`src/rtl/rv32i_mc_ctrl.sv`:
```
// rtl/rv32i_mc_ctrl.sv - multi-cycle control FSM for the RV32I core
//
// Purpose: sequences the datapath through IDLE/FETCH/DECODE/EXEC/MEM/WB and
// traps on illegal instructions or memory timeouts.
// Optional feature macro: RV32I_CTRL_PERF_EN adds cycle_cnt and instret.
//
// Ports:
//   clk, arst_n                 clock, asynchronous active-low reset
//   start                       leave IDLE and begin fetching
//   opcode, funct3, funct7_5    instruction fields from the IR
//   alu_zero                    ALU result equals zero
//   imem_req / imem_ack         instruction fetch handshake
//   dmem_req, dmem_we / dmem_ack data access handshake (we: 1=store)
//   ir_we, pc_we, rf_we         IR, PC and register file write enables
//   alu_op, alu_src_imm         ALU operation and B-operand select
//   wb_sel_mem, branch_taken    writeback source and PC mux select
//   busy, trap, trap_cause      status (cause 01 illegal, 10 imem, 11 dmem)
//   cycle_cnt, instret          busy-cycle and retired-instruction counters
module rv32i_mc_ctrl #(
  parameter int MEM_TIMEOUT = 15,
  parameter int CNTW        = 4
) (
  input  logic       clk,
  input  logic       arst_n,
  input  logic       start,
  input  logic [6:0] opcode,
  input  logic [2:0] funct3,
  input  logic       funct7_5,
  input  logic       alu_zero,
  output logic       imem_req,
  input  logic       imem_ack,
  output logic       dmem_req,
  output logic       dmem_we,
  input  logic       dmem_ack,
  output logic       ir_we,
  output logic       pc_we,
  output logic       rf_we,
  output logic [3:0] alu_op,
  output logic       alu_src_imm,
  output logic       wb_sel_mem,
  output logic       branch_taken,
  output logic       busy,
  output logic       trap,
  output logic [1:0] trap_cause
`ifdef RV32I_CTRL_PERF_EN
  ,
  output logic [31:0] cycle_cnt,
  output logic [31:0] instret
`endif
);

  typedef enum logic [2:0] {
    S_IDLE, S_FETCH, S_DECODE, S_EXEC, S_MEM, S_WB, S_TRAP
  } state_t;

  typedef enum logic [6:0] {
    R_TYPE      = 7'b0110011,
    I_TYPE_ALU  = 7'b0010011,
    I_TYPE_LOAD = 7'b0000011,
    S_TYPE      = 7'b0100011,
    B_TYPE      = 7'b1100011
  } instr_type_t;

  typedef enum logic [3:0] {
    ADD_OP = 4'd0, SUB_OP = 4'd1, AND_OP = 4'd2, OR_OP  = 4'd3,
    XOR_OP = 4'd4, SLL_OP = 4'd5, SRL_OP = 4'd6, SRA_OP = 4'd7,
    BEQ_OP = 4'd8
  } alu_op_t;

  state_t            r_state;
  logic [1:0]        r_cause;
  logic [CNTW-1:0]   r_cnt;
  logic              r_is_load;
  logic              r_is_store;
  logic              r_pc_we;
  logic              r_br_exec;

  state_t            w_next;
  logic [1:0]        w_cause;
  logic              w_legal;
  logic              w_arith_ok;
  alu_op_t           w_arith;
  alu_op_t           w_alu_op;
  logic              w_is_load;
  logic              w_is_store;
  logic              w_is_branch;
  logic              w_imm;
  logic              w_timeout;

  // Instruction decode; only meaningful while r_state == S_DECODE.
  always_comb begin
    w_arith_ok = 1'b1;
    w_arith    = ADD_OP;
    case (funct3)
      3'b000:  w_arith = (opcode == R_TYPE && funct7_5) ? SUB_OP : ADD_OP;
      3'b111:  w_arith = AND_OP;
      3'b110:  w_arith = OR_OP;
      3'b100:  w_arith = XOR_OP;
      3'b001:  w_arith = SLL_OP;
      3'b101:  w_arith = funct7_5 ? SRA_OP : SRL_OP;
      default: w_arith_ok = 1'b0;
    endcase

    w_legal     = 1'b0;
    w_alu_op    = ADD_OP;
    w_is_load   = 1'b0;
    w_is_store  = 1'b0;
    w_is_branch = 1'b0;
    w_imm       = 1'b0;
    case (opcode)
      R_TYPE: begin
        w_legal  = w_arith_ok;
        w_alu_op = w_arith;
      end
      I_TYPE_ALU: begin
        w_legal  = w_arith_ok;
        w_alu_op = w_arith;
        w_imm    = 1'b1;
      end
      I_TYPE_LOAD: begin
        w_legal   = (funct3 == 3'b010);
        w_is_load = 1'b1;
        w_imm     = 1'b1;
      end
      S_TYPE: begin
        w_legal    = (funct3 == 3'b010);
        w_is_store = 1'b1;
        w_imm      = 1'b1;
      end
      B_TYPE: begin
        w_legal     = (funct3 == 3'b000);
        w_is_branch = 1'b1;
        w_alu_op    = BEQ_OP;
      end
      default: ;
    endcase
  end

  // Last waiting cycle: an ack here still wins over the trap.
  assign w_timeout = (r_cnt == CNTW'(MEM_TIMEOUT - 1));

  always_comb begin
    w_next  = r_state;
    w_cause = r_cause;
    case (r_state)
      S_IDLE:   if (start) w_next = S_FETCH;
      S_FETCH: begin
        if (imem_ack) w_next = S_DECODE;
        else if (w_timeout) begin
          w_next  = S_TRAP;
          w_cause = 2'b10;
        end
      end
      S_DECODE: begin
        if (w_legal) w_next = S_EXEC;
        else begin
          w_next  = S_TRAP;
          w_cause = 2'b01;
        end
      end
      S_EXEC: begin
        if (r_is_load || r_is_store) w_next = S_MEM;
        else if (r_br_exec)          w_next = S_FETCH;
        else                         w_next = S_WB;
      end
      S_MEM: begin
        if (dmem_ack) w_next = r_is_store ? S_FETCH : S_WB;
        else if (w_timeout) begin
          w_next  = S_TRAP;
          w_cause = 2'b11;
        end
      end
      S_WB:     w_next = S_FETCH;
      S_TRAP:   w_next = S_TRAP;
      default:  w_next = S_IDLE;
    endcase
  end

  // Outputs are registered from the next state so each is a clean Moore
  // decode of the state being entered.
  always_ff @(posedge clk or negedge arst_n) begin
    if (!arst_n) begin
      r_state     <= S_IDLE;
      r_cause     <= 2'b00;
      r_cnt       <= '0;
      r_is_load   <= 1'b0;
      r_is_store  <= 1'b0;
      r_pc_we     <= 1'b0;
      r_br_exec   <= 1'b0;
      imem_req    <= 1'b0;
      dmem_req    <= 1'b0;
      dmem_we     <= 1'b0;
      rf_we       <= 1'b0;
      alu_op      <= 4'd0;
      alu_src_imm <= 1'b0;
      wb_sel_mem  <= 1'b0;
      busy        <= 1'b0;
      trap        <= 1'b0;
    end else begin
      r_state <= w_next;
      r_cause <= w_cause;
      if (r_state == S_DECODE) begin
        r_is_load  <= w_is_load;
        r_is_store <= w_is_store;
      end
      if (w_next != r_state)                         r_cnt <= '0;
      else if (r_state == S_FETCH || r_state == S_MEM) r_cnt <= r_cnt + 1'b1;
      imem_req    <= (w_next == S_FETCH);
      dmem_req    <= (w_next == S_MEM);
      dmem_we     <= (w_next == S_MEM) && r_is_store;
      rf_we       <= (w_next == S_WB);
      wb_sel_mem  <= (w_next == S_WB) && r_is_load;
      r_pc_we     <= ((w_next == S_EXEC) && w_is_branch) || (w_next == S_WB);
      r_br_exec   <= (w_next == S_EXEC) && w_is_branch;
      alu_op      <= (w_next == S_EXEC) ? w_alu_op : ADD_OP;
      alu_src_imm <= (w_next == S_EXEC) && w_imm;
      busy        <= (w_next != S_IDLE) && (w_next != S_TRAP);
      trap        <= (w_next == S_TRAP);
    end
  end

  assign ir_we        = (r_state == S_FETCH) && imem_ack;
  assign pc_we        = r_pc_we || ((r_state == S_MEM) && r_is_store && dmem_ack);
  assign branch_taken = r_br_exec && alu_zero;
  assign trap_cause   = r_cause;

`ifdef RV32I_CTRL_PERF_EN
  always_ff @(posedge clk or negedge arst_n) begin
    if (!arst_n) begin
      cycle_cnt <= 32'd0;
      instret   <= 32'd0;
    end else begin
      if (busy)  cycle_cnt <= cycle_cnt + 32'd1;
      if (pc_we) instret   <= instret + 32'd1;
    end
  end
`endif

endmodule

```
`config.mk`:
```
export PLATFORM = sky130hd
export DESIGN_NAME = rv32i_mc_ctrl
export DESIGN_NICKNAME = d
export VERILOG_FILES = /design/src/rtl/rv32i_mc_ctrl.sv
export SDC_FILE = /design/constraint.sdc
export NUM_CORES = 1
export LEC_CHECK = 0
export ABC_AREA = 1
export BUFFER_PORTS_ARGS = -buffer_cell sky130_fd_sc_hd__buf_2
export CAP_MARGIN = 20
export CORE_ASPECT_RATIO = 0.75
export CORE_UTILIZATION = 40
export DETAILED_ROUTE_END_ITERATION = 16
export PLACE_DENSITY = 0.71
export SETUP_SLACK_MARGIN = 0.05
export SYNTH_ARGS = -nofsm -noshare
export SYNTH_HDL_FRONTEND = slang
export SYNTH_SLANG_ARGS = --single-unit
```
`constraint.sdc`:
```
create_clock -name clk -period 1.9 [get_ports clk]
set_clock_uncertainty 0.05 [all_clocks]
set_input_delay 0.57 -clock clk [delete_from_list [all_inputs] [get_ports clk]]
set_output_delay 0.57 -clock clk [all_outputs]
set_load 0.02 [all_outputs]
```
==> Flow_metrics.wiki <==
{| class="wikitable"
! Metric !! Value
|-
| R2r endpoint || r_cnt[0]
|-
| Root Driver || sky130_fd_sc_hd__clkbuf_8
|-
| TritonCTS clock tree || yes
|-
| Final Hold Slack || roughly 210 ps
|-
| Data arrival time of the worst path || 1280 ps
|-
| Type of origin of the critical path || flip-flop
|-
| Weighted congestion reported at the end of routability-driven placement || 0.902
|-
| Netlist cell types || 26
|-
| Half-perimeter wire length of the detailed placement result || ~2.3 mm
|-
| Highest Clock Rate || 0.525 GHz
|-
| Core area || approximately 0.003 mm^2
|-
| Number of buffers added by the clock tree synthesis step || 3
|-
| Nets in the synthesized netlist || ~170
|-
| Critical-path cell list || nor2_4 -> nand2_2 -> o21bai_1 -> buf_4
|-
| Cell with the largest stage delay on the worst path || sky130_fd_sc_hd__dfrtp_2
|-
| IO buf count || 33
|-
| Worst Path Max Fanout || 4
|-
| Actual transition at the worst max-transition pin || roughly 520 ps
|-
| Synthesized instance count || around 150
|-
| ANT nets after route || 0
|-
| Initial Util || 43.4%
|-
| P per Cell Area || approximately 1400 mW/mm^2
|-
| RSZ-0062 raised after global routing || yes
|-
| Chip Width || roughly 70 um
|-
| Number of cells traversed by the worst register-to-register path || 9
|-
| Static Leakage || 0.903 nW
|-
| Critical register-to-register path startpoint || r_state[0]
|-
| Critical path depth in cells || 4
|-
| Max stage delay on crit path || between 400 and 500 ps
|-
| Post-detailed-routing wire length || roughly 3.1 mm
|-
| Drt wl/cell || around 13 um
|-
| Max transition margin || 65.1%
|-
| Number of synthesized flops with an enable pin || 0
|-
| Internal power of the cells || approximately 1.4 mW
|-
| Proportion of power drawn by combinational gates || between 50% and 60%
|-
| Primary flip-flop cell chosen by synthesis mapping || sky130_fd_sc_hd__dfrtp_1
|-
| FFs w/ async S/R, synth || 100%
|-
| Final standard cell area without fillers || ~0.0017 mm^2
|-
| GRT Total Usage || about a fifth
|-
| Synthesized flop and latch total || 24
|-
| Detailed-routing iteration count for the pre-antenna-repair pass || 4
|-
| Period utilisation layout || 100%
|-
| Maximum ir drop on the vdd rail || 730 uV
|-
| Crit end category || output pin
|-
| Layout cell share with drive strength beyond 1 || 42.1%
|-
| Most numerous cell in the Yosys netlist || sky130_fd_sc_hd__dfrtp_1
|-
| Number of endpoints with negative hold slack in the final report || 0
|-
| Seq/Total Area, Yosys || ~45%
|-
| Vias in the first global route || 1094
|-
| Count of synthesis-stage warnings from yosys || 0
|-
| Class of the tightest hold or removal check || input port to async pin
|-
| Switching part of the total || roughly 43%
|-
| Number of top-level design ports || 34
|-
| Setup TNS after final layout || -3.83 ps
|-
| Area grow syn2layout || 30.4%
|-
| Register share of total power || 29.2%
|-
| Filler cells || roughly 270
|-
| Max Slew Vio Count || 0
|-
| Via count || between 1000 and 1500
|-
| Final worst setup slack || -3.83 ps
|-
| Clock network fraction of design power || 18.8%
|-
| Run status || finished with violations
|-
| Syn Std Cell Area || around 0.0013 mm^2
|-
| Die ar. || 0.00354 mm^2
|-
| R2r setup slk || 110 ps
|-
| Largest buffer count on any clock path || 2
|-
| ANT cells || 0
|-
| Post-synthesis area per instance || between 8 and 9 um^2
|-
| Post-placement cell area || 0.00156 mm^2
|-
| First-pass GRT wire length || around 5.0 mm
|-
| Top-area cell type share of the netlist area || between 40% and 50%
|-
| Pin count of the biggest net entering global routing || 25
|-
| Number of sinks handled by clock tree synthesis || 24
|-
| Top cells by area, synth || sky130_fd_sc_hd__dfrtp_1 45%, sky130_fd_sc_hd__nand2_1 6.3%, sky130_fd_sc_hd__inv_1 5.7%
|-
| Final nets || 217
|-
| DR vias/cell || 5.22
|-
| Number of standard-cell rows in the floorplan || 17
|-
| Initial antenna violation count || 0
|-
| Data required time at the worst endpoint || 1280 ps
|-
| Post-Place Worst Slack || -72.3 ps
|-
| Final setup fails || 1
|-
| Clock-pin slew reported for the worst setup and hold paths after clock tree synthesis || ~90 ps
|-
| Type of the setup path with the least slack || flip-flop to output pin
|-
| Later-pin clock latency in the skew report || 270 ps
|-
| Residual DRC || 0
|-
| Most frequent cells after synthesis || 24 x sky130_fd_sc_hd__dfrtp_1, 22 x sky130_fd_sc_hd__nand2_1, 20 x sky130_fd_sc_hd__inv_1, 17 x sky130_fd_sc_hd__nor2_1, 11 x sky130_fd_sc_hd__nand3_1
|-
| Starting DRT DRC Count || 99
|-
| Library cell with the largest summed area after synthesis || sky130_fd_sc_hd__dfrtp_1
|-
| Global route total overflow || 0
|-
| Switching power summed over all nets || 1.04 mW
|-
| Post-cts hold buffer count || 0
|-
| Maximum level of the CTS H-tree || 1
|-
| Chip Height || 51.8 um
|-
| Category of cells accounting for the largest share of critical-path delay || flip-flops
|-
| Max Cap Viol || 0
|-
| Failing checks || setup timing
|-
| Buffers & Inverters on Critical Path || 1
|-
| Final Critical Period || roughly 1900 ps
|}
## power groups by stage
stage / Sequential (mW) / Clock (mW) / Combinational, mW
6_report: 0.701 / 0.451 / 1.24
5_1_grt: 0.713 / 0.477 / 1.38
4_1_cts: 0.707 / 0.458 / 1.12
3_5_place_dp: 0.701 / 0 / 1.09
3_3_place_gp: 0.695 / 0 / 1.07
2_1_floorplan: 0.762 / 0 / 0.727
## worst max-delay path by stage
stage                              to  startpoint
after floorplan                 pc_we  r_state[0]
after global placement    alu_src_imm   opcode[3]
after detailed placement     r_cnt[3]   opcode[3]
after CTS                       pc_we  r_state[0]
after global routing            pc_we  r_state[1]
final                           pc_we  r_state[0]
## layer usage
metal,global-route usage (%),vias to the layer above,wire length (um)
li1,-,585,-
met1,26.1,576,1410
met2,30.9,57,1470
met3,4.82,9,196
met4,4.17,0,53
met5,0,-,0
## final cells by class
class | count | area, um^2 | share of cell area, %
clock buffers | 3 | 41.3 | 2.40
clock inverters | 1 | 30.0 | 1.74
inverters | 25 | 93.8 | 5.45
multi-input cells | 103 | 664 | 38.6
flip-flops and latches | 24 | 603 | 35.0
well taps | 38 | 47.5 | 2.76
repair buffers | 41 | 243 | 14.1
## state kept, by name, summed over array words and instances, names as in the netlist
| register | cells |
|---|---|
| r_state | 3 |
| alu_src_imm | 1 |
| r_is_load | 1 |
| trap | 1 |
| r_cnt | 4 |
| wb_sel_mem | 1 |
| dmem_req | 1 |
| alu_op | 3 |
| trap_cause | 2 |
| imem_req | 1 |
| rf_we | 1 |
| r_pc_we | 1 |
| r_is_store | 1 |
| dmem_we | 1 |
| busy | 1 |
| r_br_exec | 1 |
## what timing repair did
| item | in CTS | in global routing |
|---|---|---|
| endpoints found under the setup margin | 2 | 8 |
| pin swaps | 0 | 1 |
| setup buffers | 0 | 4 |
| resized for setup | 10 | 6 |
## cell families (layout without fill, tap and decap cells)
group	Yosys count	in the layout	synth area share, %
AOI/OAI and AO/OA	16	16	7.20
xor gates and xnor gates	3	3	1.99
adders and majority gates	2	2	1.89
buffers and inverters	26	70	7.67
DFF	24	24	45.5
and+or+nand+nor	82	82	35.8
## cell usage in the layout (no fill, tap or decap), drive strengths merged
cell and count:
nor2 23, bufinv 1, clkbuf 3, a21boi 1, nand2 29, o21bai 2
a21oi 3, nor4 1, ha 2, nand4 4, nor3 8, a211oi 2
xor2 3, nand3 17, o22ai 2, o21ai 6, buf 41, dfrtp 24
inv 25
## through the flow
stage | util, % | std cells | power [mW]
after global routing | 56.6 | 235 | 2.57
final | 56.6 | 235 | 2.40
after global placement | 51.2 | 227 | 1.76
after CTS | 54.3 | 231 | 2.29
after detailed placement | 51.2 | 227 | 1.79
after floorplan | - | 153 | 1.49
(Power assumes the default switching activity.)
